--- src/rtl/pll_phase_ctrl_if.sv ---
// Phase-request channel between the config logic and the PLL phase controller.
// Latency: none, wires only.
// Backpressure: req_valid is held by the master until req_ready is seen high.
interface pll_phase_ctrl_if #(
    parameter int STEP_W = 6
);
    logic              req_valid;
    logic              req_ready;
    logic [2:0]        req_ch;
    logic [STEP_W-1:0] req_phase;
    logic              req_err;

    modport master (
        output req_valid, req_ch, req_phase,
        input  req_ready, req_err
    );

    modport slave (
        input  req_valid, req_ch, req_phase,
        output req_ready, req_err
    );
endinterface

--- src/rtl/pll_phase_ctrl.sv ---
// Runtime phase tuner for a PLL: steps PSSEL/PSDIR/PSPULSE the short way round, tracks phases, supervises lock.
// Latency: 1 setup cycle, then PULSE_HI+PULSE_GAP per step, then 2 lock-qualified cycles before the next request.
// Backpressure: req_ready is high only in IDLE with lock qualified, and drops for 1 cycle after a no-op request.
module pll_phase_ctrl #(
    parameter int                         NUM_CH       = 4,
    parameter int                         STEP_W       = 6,
    parameter int                         STEPS        = 64,
    parameter logic [NUM_CH*STEP_W-1:0]   INIT_PHASE   = '0,
    parameter int                         PULSE_HI     = 4,
    parameter int                         PULSE_GAP    = 4,
    parameter int                         RESET_CYCLES = 16,
    parameter int                         LOCK_TIMEOUT = 65535
) (
    input  logic              clk,
    input  logic              resetn,
    pll_phase_ctrl_if.slave   req,
    input  logic [2:0]        rd_ch,
    output logic [STEP_W-1:0] rd_phase,
    output logic              busy,
    output logic              locked,
    output logic [7:0]        relock_cnt,
    input  logic              pll_lock,
    output logic              pll_reset,
    output logic [2:0]        pll_pssel,
    output logic              pll_psdir,
    output logic              pll_pspulse
);

    typedef enum logic [2:0] {
        ST_RST_PLL, ST_WAIT_LOCK, ST_IDLE, ST_SETUP, ST_PULSE, ST_GAP, ST_SETTLE
    } state_t;

    localparam logic [STEP_W:0]   STEPS_W = (STEP_W+1)'(STEPS);
    localparam logic [STEP_W:0]   HALF_W  = (STEP_W+1)'(STEPS / 2);
    localparam logic [STEP_W-1:0] LAST_PH = STEP_W'(STEPS - 1);

    function automatic logic [STEP_W-1:0] init_entry(input int k);
        logic [NUM_CH*STEP_W-1:0] sh;
        sh = INIT_PHASE >> (k * STEP_W);
        return (k < NUM_CH) ? sh[STEP_W-1:0] : '0;
    endfunction

    state_t            state_q, state_nxt;
    logic [31:0]       cnt_q;
    logic              lock_meta, lock_s, lk_seen_q;
    logic [STEP_W-1:0] tbl_q [8];
    logic [2:0]        ch_q;
    logic              dir_q;
    logic [STEP_W:0]   steps_q;
    logic              hold_q, err_q, locked_q;
    logic [7:0]        relock_q;

    logic              rdy;
    logic              accept, cnt_clr, step_done, go_rst, go_idle, lock_lost;
    logic              req_bad, wait_done, timeout;
    logic [STEP_W-1:0] cur, step_cur, step_nxt;
    logic [STEP_W:0]   diff_raw, diff, nsteps, up;
    logic              adv;

    // Shortest-rotation decision, all in STEP_W+1 bits so STEPS need not be a power of two.
    always_comb begin
        cur      = tbl_q[req.req_ch];
        req_bad  = ({1'b0, req.req_ch} >= 4'(NUM_CH)) || ({1'b0, req.req_phase} >= STEPS_W);
        diff_raw = {1'b0, req.req_phase} + STEPS_W - {1'b0, cur};
        diff     = (diff_raw >= STEPS_W) ? diff_raw - STEPS_W : diff_raw;
        adv      = (diff <= HALF_W);
        nsteps   = adv ? diff : STEPS_W - diff;
        step_cur = tbl_q[ch_q];
        up       = {1'b0, step_cur} + 1'b1;
        if (dir_q) begin
            step_nxt = (step_cur == '0) ? LAST_PH : step_cur - 1'b1;
        end else begin
            step_nxt = (up == STEPS_W) ? '0 : up[STEP_W-1:0];
        end
    end

    assign rdy       = (state_q == ST_IDLE) && locked_q && !hold_q;
    assign wait_done = lock_s && lk_seen_q;
    assign timeout   = (cnt_q == 32'(LOCK_TIMEOUT - 1));

    always_ff @(posedge clk) begin
        if (!resetn) state_q <= ST_RST_PLL;
        else         state_q <= state_nxt;
    end

    always_comb begin
        state_nxt = state_q;
        accept    = 1'b0;
        cnt_clr   = 1'b0;
        step_done = 1'b0;
        go_rst    = 1'b0;
        go_idle   = 1'b0;
        lock_lost = 1'b0;
        unique case (state_q)
            ST_RST_PLL: begin
                if (cnt_q == 32'(RESET_CYCLES - 1)) begin
                    state_nxt = ST_WAIT_LOCK;
                    cnt_clr   = 1'b1;
                end
            end
            ST_WAIT_LOCK, ST_SETTLE: begin
                if (wait_done) begin
                    state_nxt = ST_IDLE;
                    go_idle   = 1'b1;
                end else if (timeout) begin
                    state_nxt = ST_RST_PLL;
                    go_rst    = 1'b1;
                    cnt_clr   = 1'b1;
                end
            end
            ST_IDLE: begin
                // A completed handshake wins over a same-cycle lock drop; SETTLE re-checks lock.
                if (req.req_valid && rdy) begin
                    accept = 1'b1;
                    if (!req_bad && diff != '0) begin
                        state_nxt = ST_SETUP;
                        cnt_clr   = 1'b1;
                    end
                end else if (!lock_s) begin
                    state_nxt = ST_WAIT_LOCK;
                    cnt_clr   = 1'b1;
                    lock_lost = 1'b1;
                end
            end
            ST_SETUP: begin
                state_nxt = ST_PULSE;
                cnt_clr   = 1'b1;
            end
            ST_PULSE: begin
                if (cnt_q == 32'(PULSE_HI - 1)) begin
                    state_nxt = ST_GAP;
                    cnt_clr   = 1'b1;
                end
            end
            ST_GAP: begin
                if (cnt_q == 32'(PULSE_GAP - 1)) begin
                    step_done = 1'b1;
                    cnt_clr   = 1'b1;
                    state_nxt = (steps_q == (STEP_W+1)'(1)) ? ST_SETTLE : ST_PULSE;
                end
            end
            default: state_nxt = ST_RST_PLL;
        endcase
    end

    always_ff @(posedge clk) begin
        if (!resetn) begin
            lock_meta <= 1'b0;
            lock_s    <= 1'b0;
            lk_seen_q <= 1'b0;
            cnt_q     <= '0;
            ch_q      <= '0;
            dir_q     <= 1'b0;
            steps_q   <= '0;
            hold_q    <= 1'b0;
            err_q     <= 1'b0;
            locked_q  <= 1'b0;
            relock_q  <= '0;
            for (int k = 0; k < 8; k++) tbl_q[k] <= init_entry(k);
        end else begin
            lock_meta <= pll_lock;
            lock_s    <= lock_meta;
            lk_seen_q <= (state_q == ST_WAIT_LOCK || state_q == ST_SETTLE) && lock_s;
            cnt_q     <= cnt_clr ? '0 : cnt_q + 32'd1;
            err_q     <= accept && req_bad;
            hold_q    <= accept && !req_bad && (diff == '0);
            if (accept && !req_bad && diff != '0) begin
                ch_q    <= req.req_ch;
                dir_q   <= !adv;
                steps_q <= nsteps;
            end
            if (step_done) begin
                tbl_q[ch_q] <= step_nxt;
                steps_q     <= steps_q - 1'b1;
            end
            if (go_idle)              locked_q <= 1'b1;
            if (lock_lost || go_rst)  locked_q <= 1'b0;
            // A forced PLL reset returns every output to its static phase.
            if (go_rst) begin
                if (relock_q != 8'hFF) relock_q <= relock_q + 8'd1;
                for (int k = 0; k < 8; k++) tbl_q[k] <= init_entry(k);
            end
        end
    end

    assign req.req_ready = rdy;
    assign req.req_err   = err_q;
    assign rd_phase      = tbl_q[rd_ch];
    assign busy          = (state_q != ST_IDLE);
    assign locked        = locked_q;
    assign relock_cnt    = relock_q;
    assign pll_reset     = (state_q == ST_RST_PLL);
    assign pll_pssel     = ch_q;
    assign pll_psdir     = dir_q;
    assign pll_pspulse   = (state_q == ST_PULSE);

endmodule

--- src/flat_wrapper.sv ---
// flat-port wrapper written by rule: the top's interface ports become plain ports
module pll_phase_ctrl_flat 
#(
    parameter int                         NUM_CH       = 4,
    parameter int                         STEP_W       = 6,
    parameter int                         STEPS        = 64,
    parameter logic [NUM_CH*STEP_W-1:0]   INIT_PHASE   = '0,
    parameter int                         PULSE_HI     = 4,
    parameter int                         PULSE_GAP    = 4,
    parameter int                         RESET_CYCLES = 16,
    parameter int                         LOCK_TIMEOUT = 65535
)
  (clk, resetn, rd_ch, rd_phase, busy, locked, relock_cnt, pll_lock, pll_reset, pll_pssel, pll_psdir, pll_pspulse, req_req_valid, req_req_ch, req_req_phase, req_req_ready, req_req_err);
  pll_phase_ctrl_if #(.STEP_W(STEP_W)) req_i ();
  input  logic clk;
  input  logic resetn;
  input  logic [2:0] rd_ch;
  output logic [STEP_W-1:0] rd_phase;
  output logic busy;
  output logic locked;
  output logic [7:0] relock_cnt;
  input  logic pll_lock;
  output logic pll_reset;
  output logic [2:0] pll_pssel;
  output logic pll_psdir;
  output logic pll_pspulse;
  input wire logic [$bits(req_i.req_valid)-1:0] req_req_valid;
  input wire logic [$bits(req_i.req_ch)-1:0] req_req_ch;
  input wire logic [$bits(req_i.req_phase)-1:0] req_req_phase;
  output wire logic [$bits(req_i.req_ready)-1:0] req_req_ready;
  output wire logic [$bits(req_i.req_err)-1:0] req_req_err;
  assign req_i.req_valid = req_req_valid;
  assign req_i.req_ch = req_req_ch;
  assign req_i.req_phase = req_req_phase;
  assign req_req_ready = req_i.req_ready;
  assign req_req_err = req_i.req_err;
  pll_phase_ctrl #(.NUM_CH(NUM_CH), .STEP_W(STEP_W), .STEPS(STEPS), .INIT_PHASE(INIT_PHASE), .PULSE_HI(PULSE_HI), .PULSE_GAP(PULSE_GAP), .RESET_CYCLES(RESET_CYCLES), .LOCK_TIMEOUT(LOCK_TIMEOUT)) u_core (.clk(clk), .resetn(resetn), .req(req_i), .rd_ch(rd_ch), .rd_phase(rd_phase), .busy(busy), .locked(locked), .relock_cnt(relock_cnt), .pll_lock(pll_lock), .pll_reset(pll_reset), .pll_pssel(pll_pssel), .pll_psdir(pll_psdir), .pll_pspulse(pll_pspulse));
endmodule
--- config.mk ---
export PLATFORM = sky130hd
export DESIGN_NAME = pll_phase_ctrl_flat
export DESIGN_NICKNAME = d
export VERILOG_FILES = /design/src/rtl/pll_phase_ctrl_if.sv /design/src/rtl/pll_phase_ctrl.sv /design/src/flat_wrapper.sv
export SDC_FILE = /design/constraint.sdc
export NUM_CORES = 1
export LEC_CHECK = 0
export BUFFER_PORTS_ARGS = -buffer_cell sky130_fd_sc_hd__buf_2
export CELL_PAD_IN_SITES_DETAIL_PLACEMENT = 1
export CELL_PAD_IN_SITES_GLOBAL_PLACEMENT = 1
export CORE_UTILIZATION = 42
export CTS_CLUSTER_SIZE = 12
export DETAILED_ROUTE_END_ITERATION = 8
export PLACE_DENSITY = 0.72
export SETUP_SLACK_MARGIN = 0.05
export SLEW_MARGIN = 20
export SYNTH_ARGS = -nofsm -noshare
export SYNTH_HDL_FRONTEND = slang
export SYNTH_SLANG_ARGS = --single-unit
--- constraint.sdc ---
create_clock -name clk -period 6.6 [get_ports clk]
set_input_delay 0.66 -clock clk [delete_from_list [all_inputs] [get_ports clk]]
set_output_delay 0.66 -clock clk [all_outputs]
set_load 0.1 [all_outputs]
==> reports/qor.txt <==
status - complete, no violations
post-route setup slack - 2.06 ns
DR iter-0 viols - 385
Synth Cell Area - 6560 um2
Root Buffer - clkbuf_16
Fin Clk Skew - 0.00884 ns
Reg-to-Reg End - u_core.cnt_q[27]$_SDFF_PP0_
max-cap violations - 0
Syn Nets - 642
Filler cells - 1662
main flop type after synthesis - dfxtp_1
Die Ht - 127 um
DIE WIDTH - 127 um
worst IR drop on VDD - 0.000142 V
Sum Neg Setup Slack - 0 ns
WL/cell - 21.0 um
total CTS buffers - 9
Tcrit/Tclk final - 68.9%
met2 Usage GRT - 36.7%
CP required - 6.90 ns
setup slack after placement - 1.71 ns
Slew Limit Headroom - 38.5%
hpwl dp - 13200 um
grt met1 use - 31.8%
reg2reg setup slack - 2.35 ns
CP Max Fanout - 32
critical path arrival - 4.84 ns
Yosys reg bits - 111
syn avg cell area - 10.8 um2
static leakage power - 2.54 nW
vias in the first global route - 5226
Hold/Removal Path Class - flop to flop
crit start category - input port
Site Rows - 45
gr usage total - 23.1%
Synth Warn # - 0
Worst Tran Pin Value - 0.896 ns
clk sinks - 111
die area - 16100 um2
ant diodes - 0
crit end category - flop
router iterations before antenna repair - 5
Hold-fix buffers, CTS - 0
vias per inst - 6.10
FF-to-FF Start - u_core.tbl_q[7][0]$_SDFFCE_PN0P_
first-pass GRT wire length - 28600 um
Worst-path clk slew - 0.07 ns
Final Max Tran Viols - 0
Gate Count Post-Synth - 610
largest net degree at the start of global routing - 33
Cell Pwr Density - 245 nW/um2
RSZ-0062 raised after global routing - no
Most Crowded Layer GR - met2
asr flop ratio synth - 0%
RD Place Congestion - 0.966
core region area - 15200 um2
CTS H-tree depth - 3
crit path time final - 4.54 ns
sequential share of the synthesized area - 41.2%
Final setup violation count - 0
GRT met3 Usage - 4.86%
Post-Route WL - 17400 um
PostCTS Resize Cnt - 0
Post-CTS Setup Inserts - 0
DRT antenna net count - 0
Hold Path End - u_core.lock_s$_SDFF_PN0_
grt total ovfl - 0
Starting Density - 43.2%
Cell variety after synth - 62
PortBufs - 39
worst hold path depth - 1
Clock Latency Late Sink - 0.37 ns
Via Count - 5058
initial antenna violation count - 0
I/O pin cnt - 40
Reg2Reg Depth - 12
Hold Vio Cnt, Final - 0
Crit Path Class - input port to flop
area grow syn2layout - 9.36%
nets - 668
TritonCTS clock tree - yes
clock tree buffer depth - 2
EDFF count, synth - 48
fraction of layout cells with a size suffix above 1 - 21.7%
Max Freq - 220 MHz
HP Start - u_core.lock_meta$_SDFF_PN0_
Residual DRC - 0
==> worst max-delay path, cell delays in order <==
cell     delay (ns)
buf_2          0.36
mux4_2         0.57
mux2_2         0.29
ha_1           0.19
inv_1          0.07
fa_1           0.42
inv_1          0.09
ha_1           0.21
and3b_1        0.21
mux2i_1        0.18
o31a_1         0.43
or4_4          0.90
nor2_2         0.22
==> sequential cells by signal, indices dropped and copies added (netlist names), named ones only <==
signal / count
u_core.cnt_q: 32
u_core.hold_q: 1
u_core.lk_seen_q: 1
u_core.lock_meta: 1
u_core.lock_s: 1
u_core.locked: 1
u_core.pll_psdir: 1
u_core.pll_pssel: 3
u_core.relock_cnt: 8
u_core.req.req_err: 1
u_core.state_q: 3
u_core.steps_q: 7
u_core.tbl_q: 48
==> cell usage in the layout (no fill, tap or decap), types with 4 or more instances in the layout <==
cell | Yosys | routed
nand2_1 | 43 | 43
nor2_1 | 71 | 71
inv_1 | 14 | 14
nor3b_1 | 6 | 6
o211ai_1 | 6 | 6
mux2_2 | 11 | 11
a211oi_1 | 4 | 4
mux4_2 | 36 | 36
a21oi_1 | 23 | 23
nor2b_1 | 5 | 5
clkbuf_16 | 0 | 9
xnor2_1 | 19 | 19
and3_1 | 12 | 12
nor4_1 | 13 | 12
dfxtp_1 | 63 | 63
nor3_1 | 16 | 16
mux2i_1 | 16 | 16
nor2_4 | 20 | 20
and4_1 | 5 | 5
o21ai_0 | 8 | 8
o31ai_1 | 5 | 4
edfxtp_1 | 48 | 48
ha_1 | 15 | 15
buf_2 | 1 | 39
a22oi_1 | 4 | 4
nand4_1 | 15 | 15
nand3_1 | 28 | 28
nor2_2 | 10 | 10
xor2_1 | 25 | 25
==> report_power, final <==
group	switching (W)	total (W)	internal [W]
Clock	0.000264	0.000598	0.000334
Sequential	0.0000422	0.000782	0.000740
Combinational	0.000262	0.000375	0.000114
==> stage by stage <==
stage	cell area [um2]	instances	total power, W	hold WS (ns)	utilization, %
4_1_cts	7170	829	0.00176	0.453	47.1
2_1_floorplan	6560	610	0.00110	0.412	-
3_5_place_dp	6850	813	0.00117	0.429	45.0
6_report	7180	829	0.00176	0.446	47.2
3_3_place_gp	6850	813	0.00116	0.424	45.0
5_1_grt	7180	829	0.00182	0.469	47.2
==> cell usage after synthesis, types with 13 or more instances <==
cell      number  area (um2)
a21oi_1       23         115
clkbuf_1      14        52.6
dfxtp_1       63        1260
edfxtp_1      48        1440
ha_1          15         188
inv_1         14        52.6
mux2i_1       16         160
mux4_2        36         811
nand2_1       43         161
nand3_1       28         140
nand4_1       15        93.8
nor2_1        71         267
nor2_4        20         225
nor3_1        16        80.1
nor4_1        13        81.3
xnor2_1       19         166
xor2_1        25         219
==> cell type report <==
cell class / instances / area (um2) / share of cell area (%)
Multi-Input combinational cell: 460 / 3670 / 51.1
Sequential cell: 111 / 2700 / 37.7
Tap cell: 188 / 235 / 3.28
Clock buffer: 9 / 225 / 3.14
Timing Repair Buffer: 39 / 195 / 2.72
Clock inverter: 7 / 93.8 / 1.31
Inverter: 15 / 56.3 / 0.785
==> cells by family after synthesis <==
kind of cell,after synthesis,synth area share [%]
and+or+nand+nor,263,22.1
DFF,111,41.2
AOI/OAI and AO/OA,74,7.93
muxes,63,16.7
xor gates and xnor gates,44,5.87
buffers and inverters,39,3.09
adders and majority gates,16,3.16
==> per-layer routing <==
metal | part of all wire [%] | wire [um]
met5 | 0 | 0
met4 | 1.6 | 282
met3 | 5.3 | 926
met2 | 47 | 8240
met1 | 46 | 7950
==> worst max path at each step <==
| stage | from | to | slack [ns] | cells past startpoint |
|---|---|---|---|---|
| 2_1_floorplan | req_req_ch[0] | u_core.cnt_q[19]$_SDFF_PP0_ | 2.29 | 14 |
| 3_3_place_gp | req_req_ch[0] | u_core.cnt_q[26]$_SDFF_PP0_ | 1.91 | 13 |
| 3_5_place_dp | req_req_ch[0] | u_core.cnt_q[27]$_SDFF_PP0_ | 1.71 | 13 |
| 4_1_cts | req_req_ch[0] | u_core.cnt_q[27]$_SDFF_PP0_ | 2.09 | 13 |
| 5_1_grt | req_req_ch[0] | u_core.cnt_q[25]$_SDFF_PP0_ | 1.87 | 13 |
| 6_report | req_req_ch[0] | u_core.cnt_q[27]$_SDFF_PP0_ | 2.06 | 13 |
Note: power is estimated with default switching activity, not from simulation.
